### config.mk
export PLATFORM = sky130hd
export DESIGN_NAME = z2_dma_master
export DESIGN_NICKNAME = d
export VERILOG_FILES = /design/src/rtl/z2_dma_master.sv
export SDC_FILE = /design/constraint.sdc
export NUM_CORES = 1
export LEC_CHECK = 0
export CAP_MARGIN = 0
export CORE_ASPECT_RATIO = 1.75
export CORE_UTILIZATION = 48
export CTS_BUF_LIST = sky130_fd_sc_hd__clkbuf_8
export DETAILED_ROUTE_END_ITERATION = 8
export MAX_ROUTING_LAYER = met4
export PLACE_DENSITY = 0.88
export SKIP_LAST_GASP = 1
export SLEW_MARGIN = 40
export SYNTH_ARGS = -nofsm -noshare
export SYNTH_HDL_FRONTEND = slang
export SYNTH_SLANG_ARGS = --single-unit
export TNS_END_PERCENT = 30
### constraint.sdc
create_clock -name MEMCLK -period 2.5 [get_ports MEMCLK]
set_input_delay 0.625 -clock MEMCLK [delete_from_list [all_inputs] [get_ports MEMCLK]]
set_output_delay 0.625 -clock MEMCLK [all_outputs]
set_load 0.02 [all_outputs]
### src/rtl/z2_dma_master.sv
// Zorro II / 68000 bus initiator for card-side DMA.
// Arbitrates with BR_n/BG_n/BGACK_n, then runs single word or byte cycles
// terminated by DTACK_n, BERR_n or a local timeout. Requests arrive on a
// valid/ready port and each one is answered by a one-cycle rsp_valid pulse.
// Register updates are made on the clock edge that leaves a state, so the
// outputs named for a state become visible on the following cycle.

module z2_dma_master #(
    parameter int unsigned TIMEOUT       = 255,
    parameter int unsigned ADDR_SETUP    = 2,  // must be >= 1
    parameter int unsigned WR_DATA_SETUP = 1   // must be >= 1
) (
    input  logic        MEMCLK,
    input  logic        RESET_n,

    // Local request / response port
    input  logic        req_valid,
    output logic        req_ready,
    input  logic        req_rw,
    input  logic [22:0] req_addr,
    input  logic        req_uds,
    input  logic        req_lds,
    input  logic [15:0] req_wdata,
    output logic        rsp_valid,
    output logic        rsp_err,
    output logic [15:0] rsp_rdata,

    // Arbitration
    output logic        BR_n,
    input  logic        BG_n,
    input  logic        BGACK_n_in,
    output logic        BGACK_n,

    // Bus cycle
    input  logic        AS_n_in,
    input  logic        DTACK_n,
    input  logic        BERR_n,
    output logic        bus_oe,
    output logic [22:0] ADDR_o,
    output logic        AS_n_o,
    output logic        UDS_n_o,
    output logic        LDS_n_o,
    output logic        RW_o,
    output logic        data_oe,
    output logic [15:0] DOUT,
    input  logic [15:0] DIN
);

    localparam logic [15:0] ASETUP_LAST = 16'(ADDR_SETUP - 1);
    localparam logic [15:0] WSETUP_LAST = 16'(WR_DATA_SETUP - 1);
    localparam logic [15:0] TMO_LAST    = 16'(TIMEOUT - 1);

    typedef enum logic [3:0] {
        StIdle,
        StArb,
        StOwn,
        StSetup,
        StWrStb,
        StWaitAck,
        StAckData,
        StNullRsp,
        StEnd,
        StRecover
    } state_e;

    state_e      state_q;
    logic [15:0] cnt_q;
    logic        uds_q;
    logic        lds_q;

    // Bit order: {BG_n, BGACK_n_in, AS_n_in, DTACK_n, BERR_n}
    logic [4:0]  sync1_q;
    logic [4:0]  sync2_q;

    logic bg_s;
    logic bgack_s;
    logic as_s;
    logic dtack_s;
    logic berr_s;

    assign bg_s    = sync2_q[4];
    assign bgack_s = sync2_q[3];
    assign as_s    = sync2_q[2];
    assign dtack_s = sync2_q[1];
    assign berr_s  = sync2_q[0];

    logic grant;
    logic finish;
    logic finish_err;

    // Two-flop synchronisers for the asynchronous bus control inputs (idle high)
    always_ff @(posedge MEMCLK or negedge RESET_n) begin
        if (!RESET_n) begin
            sync1_q <= '1;
            sync2_q <= '1;
        end else begin
            sync1_q <= {BG_n, BGACK_n_in, AS_n_in, DTACK_n, BERR_n};
            sync2_q <= sync1_q;
        end
    end

    // Bus is ours once granted and the previous master has fully let go
    assign grant = !bg_s && as_s && bgack_s && dtack_s;

    // Decide when the current transfer ends this cycle and with what status.
    // BERR beats DTACK, DTACK beats the timeout; a read DTACK first goes
    // through StAckData so DIN is sampled one cycle later.
    always_comb begin
        finish     = 1'b0;
        finish_err = 1'b0;
        case (state_q)
            StWaitAck: begin
                if (!berr_s) begin
                    finish     = 1'b1;
                    finish_err = 1'b1;
                end else if (!dtack_s) begin
                    finish     = !RW_o;
                end else if (cnt_q == TMO_LAST) begin
                    finish     = 1'b1;
                    finish_err = 1'b1;
                end
            end
            StAckData: begin
                finish     = 1'b1;
            end
            StNullRsp: begin
                finish     = 1'b1;
                finish_err = 1'b1;
            end
            default: begin
                finish     = 1'b0;
                finish_err = 1'b0;
            end
        endcase
    end

    // Main sequencer with registered bus and response outputs
    always_ff @(posedge MEMCLK or negedge RESET_n) begin
        if (!RESET_n) begin
            state_q   <= StIdle;
            cnt_q     <= '0;
            uds_q     <= 1'b0;
            lds_q     <= 1'b0;
            BR_n      <= 1'b1;
            BGACK_n   <= 1'b1;
            bus_oe    <= 1'b0;
            data_oe   <= 1'b0;
            AS_n_o    <= 1'b1;
            UDS_n_o   <= 1'b1;
            LDS_n_o   <= 1'b1;
            RW_o      <= 1'b1;
            ADDR_o    <= '0;
            DOUT      <= '0;
            req_ready <= 1'b0;
            rsp_valid <= 1'b0;
            rsp_err   <= 1'b0;
            rsp_rdata <= '0;
        end else begin
            req_ready <= 1'b0;
            rsp_valid <= 1'b0;
            rsp_err   <= 1'b0;

            case (state_q)
                StIdle: begin
                    if (req_valid) begin
                        BR_n    <= 1'b0;
                        state_q <= StArb;
                    end
                end

                StArb: begin
                    if (grant) begin
                        BGACK_n <= 1'b0;
                        state_q <= StOwn;
                    end
                end

                StOwn: begin
                    BR_n      <= 1'b1;
                    req_ready <= 1'b1;
                    cnt_q     <= '0;
                    if (!req_uds && !req_lds) begin
                        // Nothing to strobe: answer with an error, no bus cycle
                        state_q <= StNullRsp;
                    end else begin
                        bus_oe  <= 1'b1;
                        ADDR_o  <= req_addr;
                        RW_o    <= req_rw;
                        uds_q   <= req_uds;
                        lds_q   <= req_lds;
                        if (!req_rw) begin
                            DOUT    <= req_wdata;
                            data_oe <= 1'b1;
                        end
                        state_q <= StSetup;
                    end
                end

                StSetup: begin
                    if (cnt_q == ASETUP_LAST) begin
                        AS_n_o <= 1'b0;
                        cnt_q  <= '0;
                        if (RW_o) begin
                            UDS_n_o <= !uds_q;
                            LDS_n_o <= !lds_q;
                            state_q <= StWaitAck;
                        end else begin
                            state_q <= StWrStb;
                        end
                    end else begin
                        cnt_q <= cnt_q + 16'd1;
                    end
                end

                StWrStb: begin
                    if (cnt_q == WSETUP_LAST) begin
                        UDS_n_o <= !uds_q;
                        LDS_n_o <= !lds_q;
                        cnt_q   <= '0;
                        state_q <= StWaitAck;
                    end else begin
                        cnt_q <= cnt_q + 16'd1;
                    end
                end

                StWaitAck: begin
                    cnt_q <= cnt_q + 16'd1;
                    if (berr_s && !dtack_s && RW_o) begin
                        state_q <= StAckData;
                    end
                end

                StAckData: begin
                    rsp_rdata <= DIN;
                end

                StNullRsp: begin
                    // Completion handled by the finish path below
                end

                StEnd: begin
                    state_q <= StRecover;
                end

                StRecover: begin
                    if (dtack_s && berr_s) begin
                        if (req_valid) begin
                            // Keep BGACK_n low and run the next transfer
                            state_q <= StOwn;
                        end else begin
                            bus_oe  <= 1'b0;
                            BGACK_n <= 1'b1;
                            state_q <= StIdle;
                        end
                    end
                end

                default: begin
                    state_q <= StIdle;
                end
            endcase

            // Common completion: drop strobes and data, report the result
            if (finish) begin
                AS_n_o    <= 1'b1;
                UDS_n_o   <= 1'b1;
                LDS_n_o   <= 1'b1;
                data_oe   <= 1'b0;
                rsp_valid <= 1'b1;
                rsp_err   <= finish_err;
                state_q   <= StEnd;
            end
        end
    end

endmodule

# [Yosys cells after proc, flatten, opt, wreduce, memory -nomap -nowiden]
# Cells that the tools add are included.
[classes] eq_ne=26 muxes=51 n_bitwise=2 reduce_logical=34 n_addsub=1
[ops] op="$pmux W16 S4" count=1
[ops] op="$pmux W4 S9" count=1
[ops] op="$mux W16" count=2
[ops] op="$mux W1" count=31
[ops] op="$mux W4" count=7
[ops] op="$ne A3 B3 Y1 const B" count=7
[ops] op="$add A16 B1 Y16 const B" count=1
[ops] op="$eq A16 B1 Y1 const B" count=1
[ops] op="$eq A16 B8 Y1 const B" count=1
[ops] op="$eq A4 B3 Y1 const B" count=4
[ops] op="$logic_not A16 Y1" count=1
[ops] op="$pmux W1 S2" count=7
[ops] op="$ne A2 B2 Y1 const B" count=6
[ops] op="$reduce_and A4 Y1" count=3
[ops] op="$reduce_bool A2 Y1" count=6
[ops] op="$eq A4 B2 Y1 const B" count=2
[ops] op="$eq A4 B4 Y1 const B" count=2
[ops] op="$logic_and A1 B1 Y1" count=7
[ops] op="$logic_not A1 Y1" count=7
[ops] op="$reduce_and A7 Y1" count=1
[ops] op="$reduce_and A2 Y1" count=3
[ops] op="$reduce_and A3 Y1" count=2
[ops] op="$eq A4 B1 Y1 const B" count=1
[ops] op="$logic_not A4 Y1" count=1
[ops] op="other kinds (7)" count=9
[totals] elab_cells=134 inputBits=66 register_bits=98

# [Longest topological paths before layout]
[logic_depth] depth_word=7 ltp_mapped=8

# [Least setup slack after synthesis]
# Ideal clock, no wire load.
[synth_path] path_type="reg-to-reg" start="reg state_q[2]" end="reg DOUT[10]" t_required_ns=2.373 path_slack_ns=0.394 arrival_ns=1.979 stages_incl_launch_ff=9 setup_time_ns=0.127 cell_sequence="dfrtp_1 > buf_2 > or2_1 > buf_2 > nor4_4 > and2b_1 > buf_4 > buf_8 > mux2_1"
[synth_between] elab_chain_len=2
[synth_lines] item="start: declaration" line="66" text="state_e state_q;"
[synth_lines] item="start signal: assignment" line="140" text="state_q <= StIdle;"
[synth_lines] item="start signal: assignment" line="167" text="state_q <= StArb;"
[synth_lines] item="start signal: assignment" line="174" text="state_q <= StOwn;"
[synth_lines] item="$eq A4 B2 Y1" line="163" text="case (state_q)"
[synth_lines] item="$reduce_and A3 Y1 (no line)"
[synth_lines] item="end signal: assignment" line="192" text="DOUT <= req_wdata;"
[synth_lines] item="end: declaration" line="45" text="output logic [15:0] DOUT,"
# Every way passes these cells.
# A chain may end at the register's enable or synchronous reset.

# [Worst setup path after layout]
[layout_path] start="reg cnt_q[10]" end="reg state_q[2]"
[layout_between] elab_chain_len=7
[layout_lines] item="start: declaration" line="67" text="logic [15:0] cnt_q;"
[layout_lines] item="start signal: assignment" line="211" text="cnt_q <= cnt_q + 16'd1;"
[layout_lines] item="start signal: assignment" line="222" text="cnt_q <= cnt_q + 16'd1;"
[layout_lines] item="start signal: assignment" line="227" text="cnt_q <= cnt_q + 16'd1;"
[layout_lines] item="$eq A16 B8 Y1 (*)" line="118" text="end else if (cnt_q == TMO_LAST) begin"
[layout_lines] item="$mux W1 (*)" line="118"
[layout_lines] item="$mux W1 (*)" line="116" text="end else if (!dtack_s) begin"
[layout_lines] item="$mux W1 (*)" line="113" text="if (!berr_s) begin"
[layout_lines] item="$pmux W1 S2 (*)" line="111" text="case (state_q)"
[layout_lines] item="via finish" line="88" text="logic finish;"
[layout_lines] item="$ne A3 B3 Y1 (no line) or $ne A2 B1 Y1 (tied branches)"
[layout_lines] item="$reduce_and A7 Y1 (no line)"
# Mark *: on every way through the listed nets, which the timed path passes. The rest lies on a longest branch.

==> metrics <==
Synth area leaders dfrtp_1 (48%), mux2_2 (12%), dfstp_2 (9.8%); Initial Util 0.494; predominant post-synthesis flop cell dfrtp_1; input/output buffers ~130; count leader, synth dfrtp_1; Reg clk slew, reported paths 0.09 ns; area added between synthesis and finish 40.0%; register area share after synthesis 0.578; final hold vios 0; 1st-pass router iterations 5; total negative setup slack 0 ns; cell chain of the critical path or4_1 > nor4_1 > o311ai_2 > inv_1 > a211oi_1; Die W between 70 and 80 um; post-CTS setup buffer count 0; Mapped Cells roughly 350; most instantiated cells after synthesis dfrtp_1 (82), mux2_2 (46), inv_1 (18), nand2_1 (18), dfstp_2 (16); TritonCTS clock tree built; area leader, netlist dfrtp_1; initial antenna violation count 0; actual slew at the worst max-slew pin about 0.63 ns; routed wire length per instance about 17 um; Distinct cells, synth between 40 and 50; Post-CTS Hold Fix Bufs 0; RSZ-0062 raised after global routing no; Core Area ~8700 sq um; PD cells 1170 nW/um^2; Max Clock Freq ~0.45 GHz; Hold Crit Class input pin to async pin; Max-Cap Viols 0; Antenna diodes 0; Tot GR Track Use 0.246; Clock Latency Late Sink between 0.3 and 0.4 ns; Clock Tree Buf Depth 2; Clock Sinks 98; gr ovfl total 0; fraction of layout cells with a size suffix above 1 0.199; FF/Latch Area ~2500 sq um; register-to-register path setup slack a little under 0.3 ns; Worst EP arrival approximately 2.5 ns; Filler cells approximately 650; max layer used met4; Setup violations, final 0; first-pass GRT wire length ~17000 um; Final Core Density 0.691; CP required about 2.8 ns; period utilization 0.882; Multi-input gate area between 1500 and 2000 sq um; vias in the first global route about 3500; Post-DP Area a little under 6000 sq um; crit path time final between 2 and 2.5 ns; Post-DP HPWL 7680 um; Slew Limit Fails 0; fin area ~6000 sq um; DRT met1 WL roughly 3800 um; WL met3 about 450 um; io pins approximately 130; # H-tree levels 3; Slew headroom 0.578; FFs w/ async S/R, synth 1.00; reg2reg path depth 5; max incr delay on CP about 0.60 ns; Crit Path Class flop to flop; EDFF count, synth 0; number of buffers created by CTS 9; Iteration-0 DRC Markers ~110; met2 wire length between 5000 and 6000 um; mapped cell area ~4300 sq um; GP Congestion 0.873; largest net degree at the start of global routing 40; Slowest cell on crit path nor4_1; via density per instance about 5.3; die height approximately 130 um; CTS root buffer clkbuf_8; Die ar. 9310 sq um; post-CTS sizing 0; Final Skew just under 0.009 ns; post-layout net count around 560; Setup crit end kind flop; final WL a little over 10000 um; crit-path max FO 6; Seq cells post-synth 98; P_leak 0.00260 uW; Synth warnings 0; DRC errors left 0; Cell Rows 45; startpoint types flop; Peak VDD IR slightly above 0.0008 V; syn_area_per_cell roughly 12 sq um; top-area cell type share of the netlist area 0.480; status finished, final reports clean; Post-DRT Antenna Nets 0; vias between 3000 and 4000; Synth Net Count about 420
per-stage QoR:
step                      hold slack [ns]  std cells  setup slack [ns]  total power, uW
after floorplan                     0.329        349             0.394             4450
after global placement              0.346        595             0.196             5860
after detailed placement            0.349        595            0.0943             6000
after CTS                           0.139        610             0.253             7040
after global routing                0.157        610             0.123             7380
final                               0.149        610             0.295             6990
final cells by class:
class,instances,area share
Sequential cell,98,0.413
Timing Repair Buffer,146,0.241
Multi-Input combinational cell,216,0.277
Tap cell,117,0.0244
Clock buffer,11,0.0253
Clock inverter,4,0.00752
Inverter,18,0.0113
cells in the final DEF, fill, tap and decap left out, drive strengths merged, types with 3 or more instances in the layout:
cell type,count
xor2,4
mux2i,3
buf,16
a22oi,9
a21o,5
nand4,4
and4,3
nor4,5
clkdlybuf4s50,130
mux2,55
nand2,18
nand2b,4
o21ai,15
inv,20
and2,10
nor2,13
dfstp,16
dfrtp,82
a21oi,14
clkbuf,11
ha,4
nor3,5
nor2b,3
o21bai,9
a31oi,3
nor3b,3
nand3,5
worst max-delay path: cells and delay by family (launching register included):
family	cells	cell delay, ns
buf+inv	1	0.16
compound gates	2	0.35
simple gates	2	1.14
flops	1	0.44
logic make-up after synthesis:
| group | Yosys count | share of synthesized area |
|---|---|---|
| adder cells (fa/ha/maj) | 4 | 0.0117 |
| AO/OA/AOI/OAI | 64 | 0.0956 |
| flip-flops | 98 | 0.578 |
| AND/OR/NAND/NOR | 86 | 0.119 |
| buffers and inverters | 35 | 0.0357 |
| multiplexers | 58 | 0.152 |
| XOR/XNOR | 4 | 0.00819 |
state kept, by name, summed over array words and instances (netlist names), 4 cells and up:
| signal | flops |
|---|---|
| ADDR_o | 23 |
| state_q | 4 |
| cnt_q | 16 |
| rsp_rdata | 16 |
| DOUT | 16 |
| sync1_q | 5 |
| sync2_q | 5 |
path summary, 6_finish.rpt:
check	endpoint	from
worst min register to register	sync2_q[3]	sync1_q[3]
max in group asynchronous	BGACK_n	RESET_n
worst min-delay path	state_q[1]	RESET_n
worst max-delay path	state_q[2]	cnt_q[10]
worst max register to register	state_q[2]	cnt_q[10]
min in group MEMCLK	sync2_q[3]	sync1_q[3]
metal layers:
layer  vias to the layer above  GRT usage
met5                         -          -
met4                         0      0.133
met3                        27     0.0429
met2                       105      0.410
met1                      1600      0.275
li1                       1513          -
where the power goes:
| part | leakage [uW] | switching [uW] | internal (uW) |
|---|---|---|---|
| Combinational | 0.00129 | 1700 | 1700 |
| Sequential | 0.00120 | 369 | 2200 |
| Clock | 0.000104 | 513 | 505 |
(Power assumes the default switching activity.)
